File: src/rtl/sipo_pkg.sv
// rtl/sipo_pkg.sv - shared types and defaults for the sipo_deser deserializer
package sipo_pkg;

    typedef enum logic {
        IDLE  = 1'b0,
        SHIFT = 1'b1
    } sipo_state_t;

    localparam int SIPO_DEF_WIDTH = 8;

endpackage

File: src/rtl/sipo_deser_if.sv
// rtl/sipo_deser_if.sv - serial input and parallel handshake bundle for sipo_deser
// Signals:
//   si, si_en, start    serial bit, bit qualifier, frame start
//   po, po_valid        parallel word and its valid flag
//   po_ready            consumer accepts po
//   busy, overrun       frame in progress, sticky dropped-word flag
//   ovr_clr             clears overrun
// The slave modport is the deserializer side; master is the driving side.
interface sipo_deser_if
    import sipo_pkg::*;
#(
    parameter int WIDTH = SIPO_DEF_WIDTH
);

    logic             si;
    logic             si_en;
    logic             start;
    logic [WIDTH-1:0] po;
    logic             po_valid;
    logic             po_ready;
    logic             busy;
    logic             overrun;
    logic             ovr_clr;

    modport slave (
        input  si, si_en, start, po_ready, ovr_clr,
        output po, po_valid, busy, overrun
    );

    modport master (
        output si, si_en, start, po_ready, ovr_clr,
        input  po, po_valid, busy, overrun
    );

endinterface

File: src/rtl/sipo_shreg.sv
// rtl/sipo_shreg.sv - shift register and bit counter for sipo_deser
// Ports:
//   clk, reset   clock and synchronous active-high reset
//   load         take si as bit 0 of a new word, counter restarts at 1
//   shift        append si to the current word
//   si           serial bit
//   word         assembled word including the bit sampled this cycle
//   done         the bit sampled this cycle completes the word
module sipo_shreg #(
    parameter int WIDTH     = 8,
    parameter bit MSB_FIRST = 1'b1
) (
    input  logic             clk,
    input  logic             reset,
    input  logic             load,
    input  logic             shift,
    input  logic             si,
    output logic [WIDTH-1:0] word,
    output logic             done
);

    localparam int CW = $clog2(WIDTH + 1);

    logic [WIDTH-1:0] sh;
    logic [WIDTH-1:0] sh_next;
    logic [CW-1:0]    cnt;

    // word is the next register value so the holding register can capture
    // the completed word on the same edge that samples its last bit.
    always_comb begin
        sh_next = sh;
        if (load) begin
            if (MSB_FIRST) sh_next = {{(WIDTH-1){1'b0}}, si};
            else           sh_next = {si, {(WIDTH-1){1'b0}}};
        end else if (shift) begin
            if (MSB_FIRST) sh_next = {sh[WIDTH-2:0], si};
            else           sh_next = {si, sh[WIDTH-1:1]};
        end
    end

    assign word = sh_next;
    assign done = shift && !load && (cnt == CW'(WIDTH - 1));

    always_ff @(posedge clk) begin
        if (reset) begin
            sh  <= '0;
            cnt <= '0;
        end else if (load) begin
            sh  <= sh_next;
            cnt <= CW'(1);
        end else if (shift) begin
            sh  <= sh_next;
            cnt <= done ? '0 : cnt + 1'b1;
        end
    end

endmodule

File: src/rtl/sipo_deser.sv
// rtl/sipo_deser.sv - serial-in parallel-out deserializer with buffered valid/ready output
// Ports:
//   clk, reset   clock and synchronous active-high reset
//   bus          sipo_deser_if slave: si/si_en/start in, po/po_valid/po_ready
//                handshake, busy and sticky overrun with ovr_clr
module sipo_deser
    import sipo_pkg::*;
#(
    parameter int WIDTH     = SIPO_DEF_WIDTH,
    parameter bit MSB_FIRST = 1'b1
) (
    input  logic         clk,
    input  logic         reset,
    sipo_deser_if.slave  bus
);

    sipo_state_t      state;
    sipo_state_t      state_next;
    logic             load;
    logic             shift;
    logic             done;
    logic [WIDTH-1:0] word;

    logic [WIDTH-1:0] po_q;
    logic             po_valid_q;
    logic             busy_q;
    logic             overrun_q;

    sipo_shreg #(
        .WIDTH     (WIDTH),
        .MSB_FIRST (MSB_FIRST)
    ) u_shreg (
        .clk   (clk),
        .reset (reset),
        .load  (load),
        .shift (shift),
        .si    (bus.si),
        .word  (word),
        .done  (done)
    );

    // busy is registered off the next state so it tracks SHIFT without a
    // combinational path, and stays high when completion meets a new start.
    always_ff @(posedge clk) begin
        if (reset) begin
            state  <= IDLE;
            busy_q <= 1'b0;
        end else begin
            state  <= state_next;
            busy_q <= (state_next == SHIFT);
        end
    end

    always_comb begin
        state_next = state;
        if (load)      state_next = SHIFT;
        else if (done) state_next = IDLE;
    end

    // A start strobe restarts the frame from either state; bits outside a
    // frame are ignored.
    always_comb begin
        load  = bus.si_en && bus.start;
        shift = bus.si_en && !bus.start && (state == SHIFT);
    end

    always_ff @(posedge clk) begin
        if (reset) begin
            po_q       <= '0;
            po_valid_q <= 1'b0;
            overrun_q  <= 1'b0;
        end else begin
            if (done) begin
                if (!po_valid_q || bus.po_ready) begin
                    po_q       <= word;
                    po_valid_q <= 1'b1;
                end
            end else if (po_valid_q && bus.po_ready) begin
                po_valid_q <= 1'b0;
            end

            // a drop in the same cycle as a clear leaves the flag set
            if (done && po_valid_q && !bus.po_ready) overrun_q <= 1'b1;
            else if (bus.ovr_clr)                    overrun_q <= 1'b0;
        end
    end

    assign bus.po       = po_q;
    assign bus.po_valid = po_valid_q;
    assign bus.busy     = busy_q;
    assign bus.overrun  = overrun_q;

endmodule

File: src/flat_wrapper.sv
// flat-port wrapper written by rule: the top's interface ports become plain ports
module sipo_deser_flat import sipo_pkg::*;
#(
    parameter int WIDTH     = SIPO_DEF_WIDTH,
    parameter bit MSB_FIRST = 1'b1
)
  (clk, reset, bus_si, bus_si_en, bus_start, bus_po_ready, bus_ovr_clr, bus_po, bus_po_valid, bus_busy, bus_overrun);
  sipo_deser_if #(.WIDTH(WIDTH)) bus_i ();
  input  logic clk;
  input  logic reset;
  input wire logic [$bits(bus_i.si)-1:0] bus_si;
  input wire logic [$bits(bus_i.si_en)-1:0] bus_si_en;
  input wire logic [$bits(bus_i.start)-1:0] bus_start;
  input wire logic [$bits(bus_i.po_ready)-1:0] bus_po_ready;
  input wire logic [$bits(bus_i.ovr_clr)-1:0] bus_ovr_clr;
  output wire logic [$bits(bus_i.po)-1:0] bus_po;
  output wire logic [$bits(bus_i.po_valid)-1:0] bus_po_valid;
  output wire logic [$bits(bus_i.busy)-1:0] bus_busy;
  output wire logic [$bits(bus_i.overrun)-1:0] bus_overrun;
  assign bus_i.si = bus_si;
  assign bus_i.si_en = bus_si_en;
  assign bus_i.start = bus_start;
  assign bus_i.po_ready = bus_po_ready;
  assign bus_i.ovr_clr = bus_ovr_clr;
  assign bus_po = bus_i.po;
  assign bus_po_valid = bus_i.po_valid;
  assign bus_busy = bus_i.busy;
  assign bus_overrun = bus_i.overrun;
  sipo_deser #(.WIDTH(WIDTH), .MSB_FIRST(MSB_FIRST)) u_core (.clk(clk), .reset(reset), .bus(bus_i));
endmodule
File: config.mk
export PLATFORM = sky130hd
export DESIGN_NAME = sipo_deser_flat
export DESIGN_NICKNAME = d
export VERILOG_FILES = /design/src/rtl/sipo_pkg.sv /design/src/rtl/sipo_deser_if.sv /design/src/rtl/sipo_shreg.sv /design/src/rtl/sipo_deser.sv /design/src/flat_wrapper.sv
export SDC_FILE = /design/constraint.sdc
export NUM_CORES = 1
export LEC_CHECK = 0
export CAP_MARGIN = 25
export CELL_PAD_IN_SITES_DETAIL_PLACEMENT = 1
export CELL_PAD_IN_SITES_GLOBAL_PLACEMENT = 2
export CORE_MARGIN = 2
export CORE_UTILIZATION = 34
export CTS_CLUSTER_DIAMETER = 150
export DETAILED_ROUTE_END_ITERATION = 16
export HOLD_SLACK_MARGIN = 0.06
export PLACE_DENSITY_LB_ADDON = 0.2
export SYNTH_ARGS = -nofsm -noshare
export SYNTH_HDL_FRONTEND = slang
export SYNTH_SLANG_ARGS = --single-unit
File: constraint.sdc
create_clock -name clk -period 3.32 [get_ports clk]
set_clock_uncertainty 0.15 [all_clocks]
set_input_delay 0.996 -clock clk [delete_from_list [all_inputs] [get_ports clk]]
set_output_delay 0.996 -clock clk [all_outputs]
set_load 0.05 [all_outputs]
==> results of run 1 <==
[kinds of logic (layout without fill, tap and decap cells)]
logic type | count (synthesis) | count (layout) | synth area share [%]
flops | 23 | 23 | 47.0
fa+ha+maj | 1 | 1 | 1.28
compound gates | 37 | 37 | 30.3
mux | 1 | 1 | 1.02
buf+inv | 9 | 23 | 6.13
simple gates | 24 | 24 | 14.3
[power by group through the flow]
stage               Sequential, mW  Clock, mW  Combinational, mW
global route                 0.283      0.152             0.0364
finish                       0.282      0.129             0.0330
global placement             0.288          0             0.0331
detailed placement           0.289          0             0.0333
CTS                          0.282      0.138             0.0335
floorplan                    0.290          0             0.0168
[routing by layer]
layer | global-route usage (%) | up-vias | routed length (um)
li1 | - | 383 | -
met1 | 22.2 | 364 | 1140
met2 | 20.5 | 12 | 949
met3 | 2.01 | 4 | 55
met4 | 6.98 | 0 | 37
met5 | 0 | - | 0
[flip-flops by register name (all words and copies together), names as in the netlist]
| register | flops |
|---|---|
| u_core.bus.overrun | 1 |
| u_core.u_shreg.sh | 8 |
| u_core.bus.busy | 1 |
| u_core.u_shreg.cnt | 4 |
| u_core.bus.po | 8 |
| u_core.bus.po_valid | 1 |
[layout make-up]
class                   instances  area share, %
well taps                      31           3.33
repair buffers                 18           15.2
flip-flops and latches         23           39.5
inverters                       1          0.322
clock buffers                   4           2.25
multi-input cells              63           39.4
[metrics by stage]
step	cell area (sq um)	instances	hold slack, ns	power [mW]	worst slack (ns)
after global placement	1140	136	0.311	0.321	0.645
after CTS	1170	140	0.341	0.454	0.502
after floorplan	980	95	0.298	0.307	1.23
after detailed placement	1140	136	0.323	0.322	0.595
after global routing	1170	140	0.366	0.472	0.432
final	1170	140	0.335	0.445	0.517
[Yosys cell counts, drive strengths merged (2+ instances only)]
library cell | instances | share of area [%]
a21oi | 6 | 3.1
o21ai | 3 | 1.9
buf | 6 | 5.0
a22oi | 8 | 6.1
nand3b | 2 | 1.5
dfxtp | 23 | 47
a211oi | 8 | 10
nor2 | 9 | 3.4
clkbuf | 2 | 0.77
nand2b | 2 | 1.3
nand2 | 4 | 1.5
a31oi | 9 | 5.7
[how the worst max path moves through the flow]
stage	startpoint	end	slack (ns)	cells past startpoint
after floorplan	bus_si_en	u_core.bus.po[4]	1.23	5
after global placement	bus_start	u_core.bus.po[2]	0.65	4
after detailed placement	bus_start	u_core.bus.po[1]	0.59	4
after CTS	u_core.bus.busy	bus_busy	0.50	1
after global routing	u_core.bus.busy	bus_busy	0.43	1
final	u_core.bus.busy	bus_busy	0.52	1
==> out/qor.yml, run 1 <==
final_layout:
  nets: 118
  final_cell_mix: "dfxtp_1, clkdlybuf4s50_1, nor2_1, a31oi_1"
  multi_input_area_sq_um: 459
  areaGrowthSynthToFinish_pct: 19.0
  fillers: 317
  drive_gt1_share_pct: 17.4
  diodes: 0
  final_core_util_pct: 42.3
  regArea_sq_um: 460
  final_common_cell: "dfxtp_1"
worst_setup_path:
  arrival_ns: 1.66
  max_stage_delay_ns: 0.86
  timing.rr.end: "u_core.bus.po[0]"
  r2r_slack_ns: 1.47
  crit_path_end_kind: "primary output"
  crit_buf_inv: 1
  reg2reg_depth: 4
  cp_max_fo: 8
  crit_chain: "clkdlybuf4s50_1"
  r2r_start: "u_core.u_shreg.cnt[0]"
  start_kind: "flop"
  cp.required_ns: 2.17
  worstSetupPathType: "flop to primary output"
  slowest_stage: "clkdlybuf4s50_1"
  cp_top_family: "buffers and inverters"
power_and_ir_drop:
  clockPowerShare_pct: 29.1
  internal_power_mw: 0.340
  power_leakage_nw: 0.374
  power_frac_comb_pct: 7.4
  powerDensity_nw_per_um2: 381
  seq_power_share_pct: 63.5
  ir_drop_mv: 0.192
  p_sw_mw: 0.104
  swShare_pct: 23.5
route:
  antenna_left: 0
  drc_errors: 0
  drtIter0Drc: 13
  first_pass_iters: 2
  viasPerCell: 5.45
  wl_um: 2190
  via_count: 763
  wl_per_cell_um: 15.6
clock_network:
  clock_tree.root_cell: "clkbuf_4"
  clkTransAtPathRegs_ns: 0.13
  cts_resized: 0
  clock_latency_ns: 0.31
  postCtsSetupRepairBufs: 0
  clock-sinks: 23
  tritoncts: "yes"
  hold_buffers: 0
  clock_path_buffers: 2
  cts-htree-levels: 1
  numCtsBuffers: 3
global_route:
  grtUsageTotal_pct: 14.7
  grt_pass1_vias: 787
  grt_start_max_net_pins: 24
  grt_overflow_total: 0
  grt_antenna_before_repair: 0
  grt_pass1_wl_um: 3730
synthesis:
  async_flop_share_pct: 0
  syn_area_sq_um: 980
  yosys_warnings: 0
  synth_flop_cell: "dfxtp_1"
  ys_ff_latch: 23
  synthCells: 95
  synth_edf_count: 0
  syn_area_per_cell_sq_um: 10.3
  yosysSeqAreaShare_pct: 47.0
  synthDistinctLibCells: 29
  synth_nets: 103
placement:
  globalplace.congestion: 0.734
  dpl.hpwl_um: 1540
  portBuffers: 17
sta:
  period_share_pct: 84.4
  slew_viol_final: 0
  max_freq_mhz: 357
  tightest_slew_ns: 0.502
  relSlewSlack_pct: 66.5
  period_needed_ns: 2.80
  hold_viol: 0
  setup_violations: 0
  rsz0062_at_grt: "false"
  tns_ns: 0
floorplan:
  die_h_um: 57.7
  dieArea_sq_um: 3330
  num_rows: 19
  die_w_um: 57.7
  io_pins: 18
  coreArea_sq_um: 2760
  start_util_pct: 35.5
flow_run:
  cap_viol_max_count: 0
hold_path:
  hold_path_class: "flop to flop"
  holdPathEnd: "u_core.bus.overrun"
  min_from: "u_core.bus.overrun"
  holdPathStages: 2
outcome:
  outcome: "completed"
No activity file was read; power rests on OpenSTA's default activity.
==> run 2: changes to the inputs <==
--- a/config.mk
+++ b/config.mk
@@ -9,7 +9,7 @@
 export CELL_PAD_IN_SITES_DETAIL_PLACEMENT = 1
 export CELL_PAD_IN_SITES_GLOBAL_PLACEMENT = 2
 export CORE_MARGIN = 2
-export CORE_UTILIZATION = 34
+export CORE_UTILIZATION = 31
 export CTS_CLUSTER_DIAMETER = 150
 export DETAILED_ROUTE_END_ITERATION = 16
 export HOLD_SLACK_MARGIN = 0.06
==> constraint.sdc (replaced) <==
create_clock -name clk -period 2.9 [get_ports clk]
set_clock_uncertainty 0.15 [all_clocks]
set_input_delay 0.87 -clock clk [delete_from_list [all_inputs] [get_ports clk]]
set_output_delay 0.87 -clock clk [all_outputs]
set_load 0.05 [all_outputs]
==> run 2 against run 1 <==
Effect of this change: setup slack lost 0.31 ns; worst hold slack gained 0.0043 ns; total power grew 15%; utilization shrank 3.2 points; sequential power grew 15%; clock-buffer cell count is the same; global-route usage shrank 0.22 points; sequential share of layout area shrank 0.54 points.
==> out/qor.yml, run 2 (same netlist as run 1, synthesis figures left out) <==
final_layout:
  fillers: 347  # +9.5%
  areaGrowthSynthToFinish_pct: 20.7
  nets: 118  # unchanged
  final_cell_mix: "dfxtp_1, clkdlybuf4s50_1, nor2_1, a31oi_1"
  diodes: 0  # unchanged
  instances_no_fill: 153  # +9.3%
  final_common_cell: "dfxtp_1"
  drive_gt1_share_pct: 17.4  # unchanged
floorplan:
  num_rows: 20  # +1
  dieArea_sq_um: 3630  # +9.0%
  coreArea_sq_um: 3030  # +9.8%
  die_h_um: 60.2  # +4.4%
  start_util_pct: 32.4  # -3.2 points
  die_w_um: 60.2  # +4.4%
  io_pins: 18  # unchanged
global_route:
  grtUsageTotal_pct: 14.5  # -0.22 points
  grt_start_max_net_pins: 15  # -38%
  grt_util_met3_pct: 3.25  # +1.2 points
  grt_overflow_total: 0  # unchanged
  use_met2_pct: 20.5  # +0.042 points
  met1_usage_pct: 20.5  # -1.6 points
  grt_antenna_before_repair: 0  # unchanged
  grt_pass1_wl_um: 3790  # +1.7%
  grt_pass1_vias: 808  # +2.7%
  grt_most_used_layer: "met1"
worst_setup_path:
  crit_buf_inv: 1  # unchanged
  slowest_stage: "clkdlybuf4s50_1"
  r2r_slack_ns: 1.10  # -0.37 ns
  arrival_ns: 1.67  # about the same
  cp_max_fo: 8  # unchanged
  cp_top_family: "buffers and inverters"
  worstSetupPathType: "flop to primary output"
  path_depth: 1  # unchanged
  max_stage_delay_ns: 0.86  # about the same
  crit_chain: "clkdlybuf4s50_1"
  start_kind: "flop"
  crit_path_end_kind: "primary output"
  cp.required_ns: 1.88  # -0.29 ns
  reg2reg_depth: 4  # unchanged
sta:
  period_share_pct: 92.8
  hold_viol: 0  # unchanged
  tns_ns: 0  # unchanged
  setup_slack_ns: 0.210  # -0.307 ns
  period_needed_ns: 2.69
  tightest_slew_ns: 0.555  # +0.0537 ns
  max_freq_mhz: 372
  slew_viol_final: 0  # unchanged
  setup_violations: 0  # unchanged
  whs_ns: 0.339  # +0.00426 ns
  relSlewSlack_pct: 62.9  # -3.6 points
  rsz0062_at_grt: "false"
power_and_ir_drop:
  power_leakage_nw: 0.374  # unchanged
  powerDensity_nw_per_um2: 434  # +14%
  ir_drop_mv: 0.212  # +10%
route:
  drtIter0Drc: 24  # +11
  viasPerCell: 5.02  # -7.9%
  wl_per_cell_um: 14.7  # -6.1%
  via_count: 768  # +0.66%
  wl_um: 2240  # +2.6%
  antenna_left: 0  # unchanged
  drc_errors: 0  # unchanged
  first_pass_iters: 4  # +2
clock_network:
  clock-sinks: 23  # unchanged
  clkTransAtPathRegs_ns: 0.13  # about the same
  postCtsSetupRepairBufs: 0  # unchanged
  clock_tree.root_cell: "clkbuf_4"
  numCtsBuffers: 3  # unchanged
  cts-htree-levels: 1  # unchanged
  cts_resized: 0  # unchanged
  hold_buffers: 0  # unchanged
  clock_path_buffers: 2  # unchanged
  clock_latency_ns: 0.31  # about the same
  tritoncts: "yes"
placement:
  globalplace.congestion: 0.750  # +2.2%
  portBuffers: 17  # unchanged
  dpl.hpwl_um: 1580  # +2.6%
  dp_slack_ns: 0.320  # -0.274 ns
  dp_cells: 149  # +9.6%
hold_path:
  hold_path_class: "flop to flop"
  holdPathStages: 2  # unchanged
flow_run:
  cap_viol_max_count: 0  # unchanged
outcome:
  outcome: "completed"
==> run 2: cell counts in the layout (fill, tap and decap cells not counted) <==
Identical to the previous run, type by type.
==> run 2: per-layer routing <==
metal	wire, um	up-vias
li1	-	383
met1	1160	370
met2	992	11
met3	59	4
met4	35	0
met5	0	-
==> run 2: per-stage QoR <==
stage	instance area, sq um	util (%)	power [mW]
finish	1180	39.0	0.514
global route	1180	39.0	0.537
CTS	1180	39.0	0.522
detailed placement	1160	38.2	0.369
global placement	1160	38.2	0.368
floorplan	980	-	0.351
==> run 2: report_power, final <==
part	total (mW)	internal (mW)	switching, mW	leakage (nW)
clock	0.152	0.0538	0.0979	0.0150
combinational	0.0385	0.0171	0.0215	0.174
sequential	0.323	0.319	0.00418	0.186
total	0.514	0.390	0.124	0.374
==> run 2: path summary, 6_finish.rpt <==
| check | startpoint | endpoint |
|---|---|---|
| hold reg to reg | u_core.bus.overrun | u_core.bus.overrun |
| setup / recovery | u_core.bus.busy | bus_busy |
| hold / removal | u_core.bus.overrun | u_core.bus.overrun |
| setup reg to reg | u_core.u_shreg.cnt[0] | u_core.bus.po[1] |
==> run 2: layout make-up <==
type,instances,area (sq um),area share [%]
clock buffer,4,26.3,2.22
inverter,1,3.75,0.317
multi-input combinational,63,459,38.8
sequential,23,460,38.9
tap,44,55.1,4.66
timing repair buffer,18,178,15.0
==> run 3: changes to the inputs <==
--- a/config.mk
+++ b/config.mk
@@ -14,6 +14,7 @@
 export DETAILED_ROUTE_END_ITERATION = 16
 export HOLD_SLACK_MARGIN = 0.06
 export PLACE_DENSITY_LB_ADDON = 0.2
+export SLEW_MARGIN = 20
 export SYNTH_ARGS = -nofsm -noshare
 export SYNTH_HDL_FRONTEND = slang
 export SYNTH_SLANG_ARGS = --single-unit
==> results of run 3 <==
The final DEF is identical to that of run 2; final timing and power are the same.
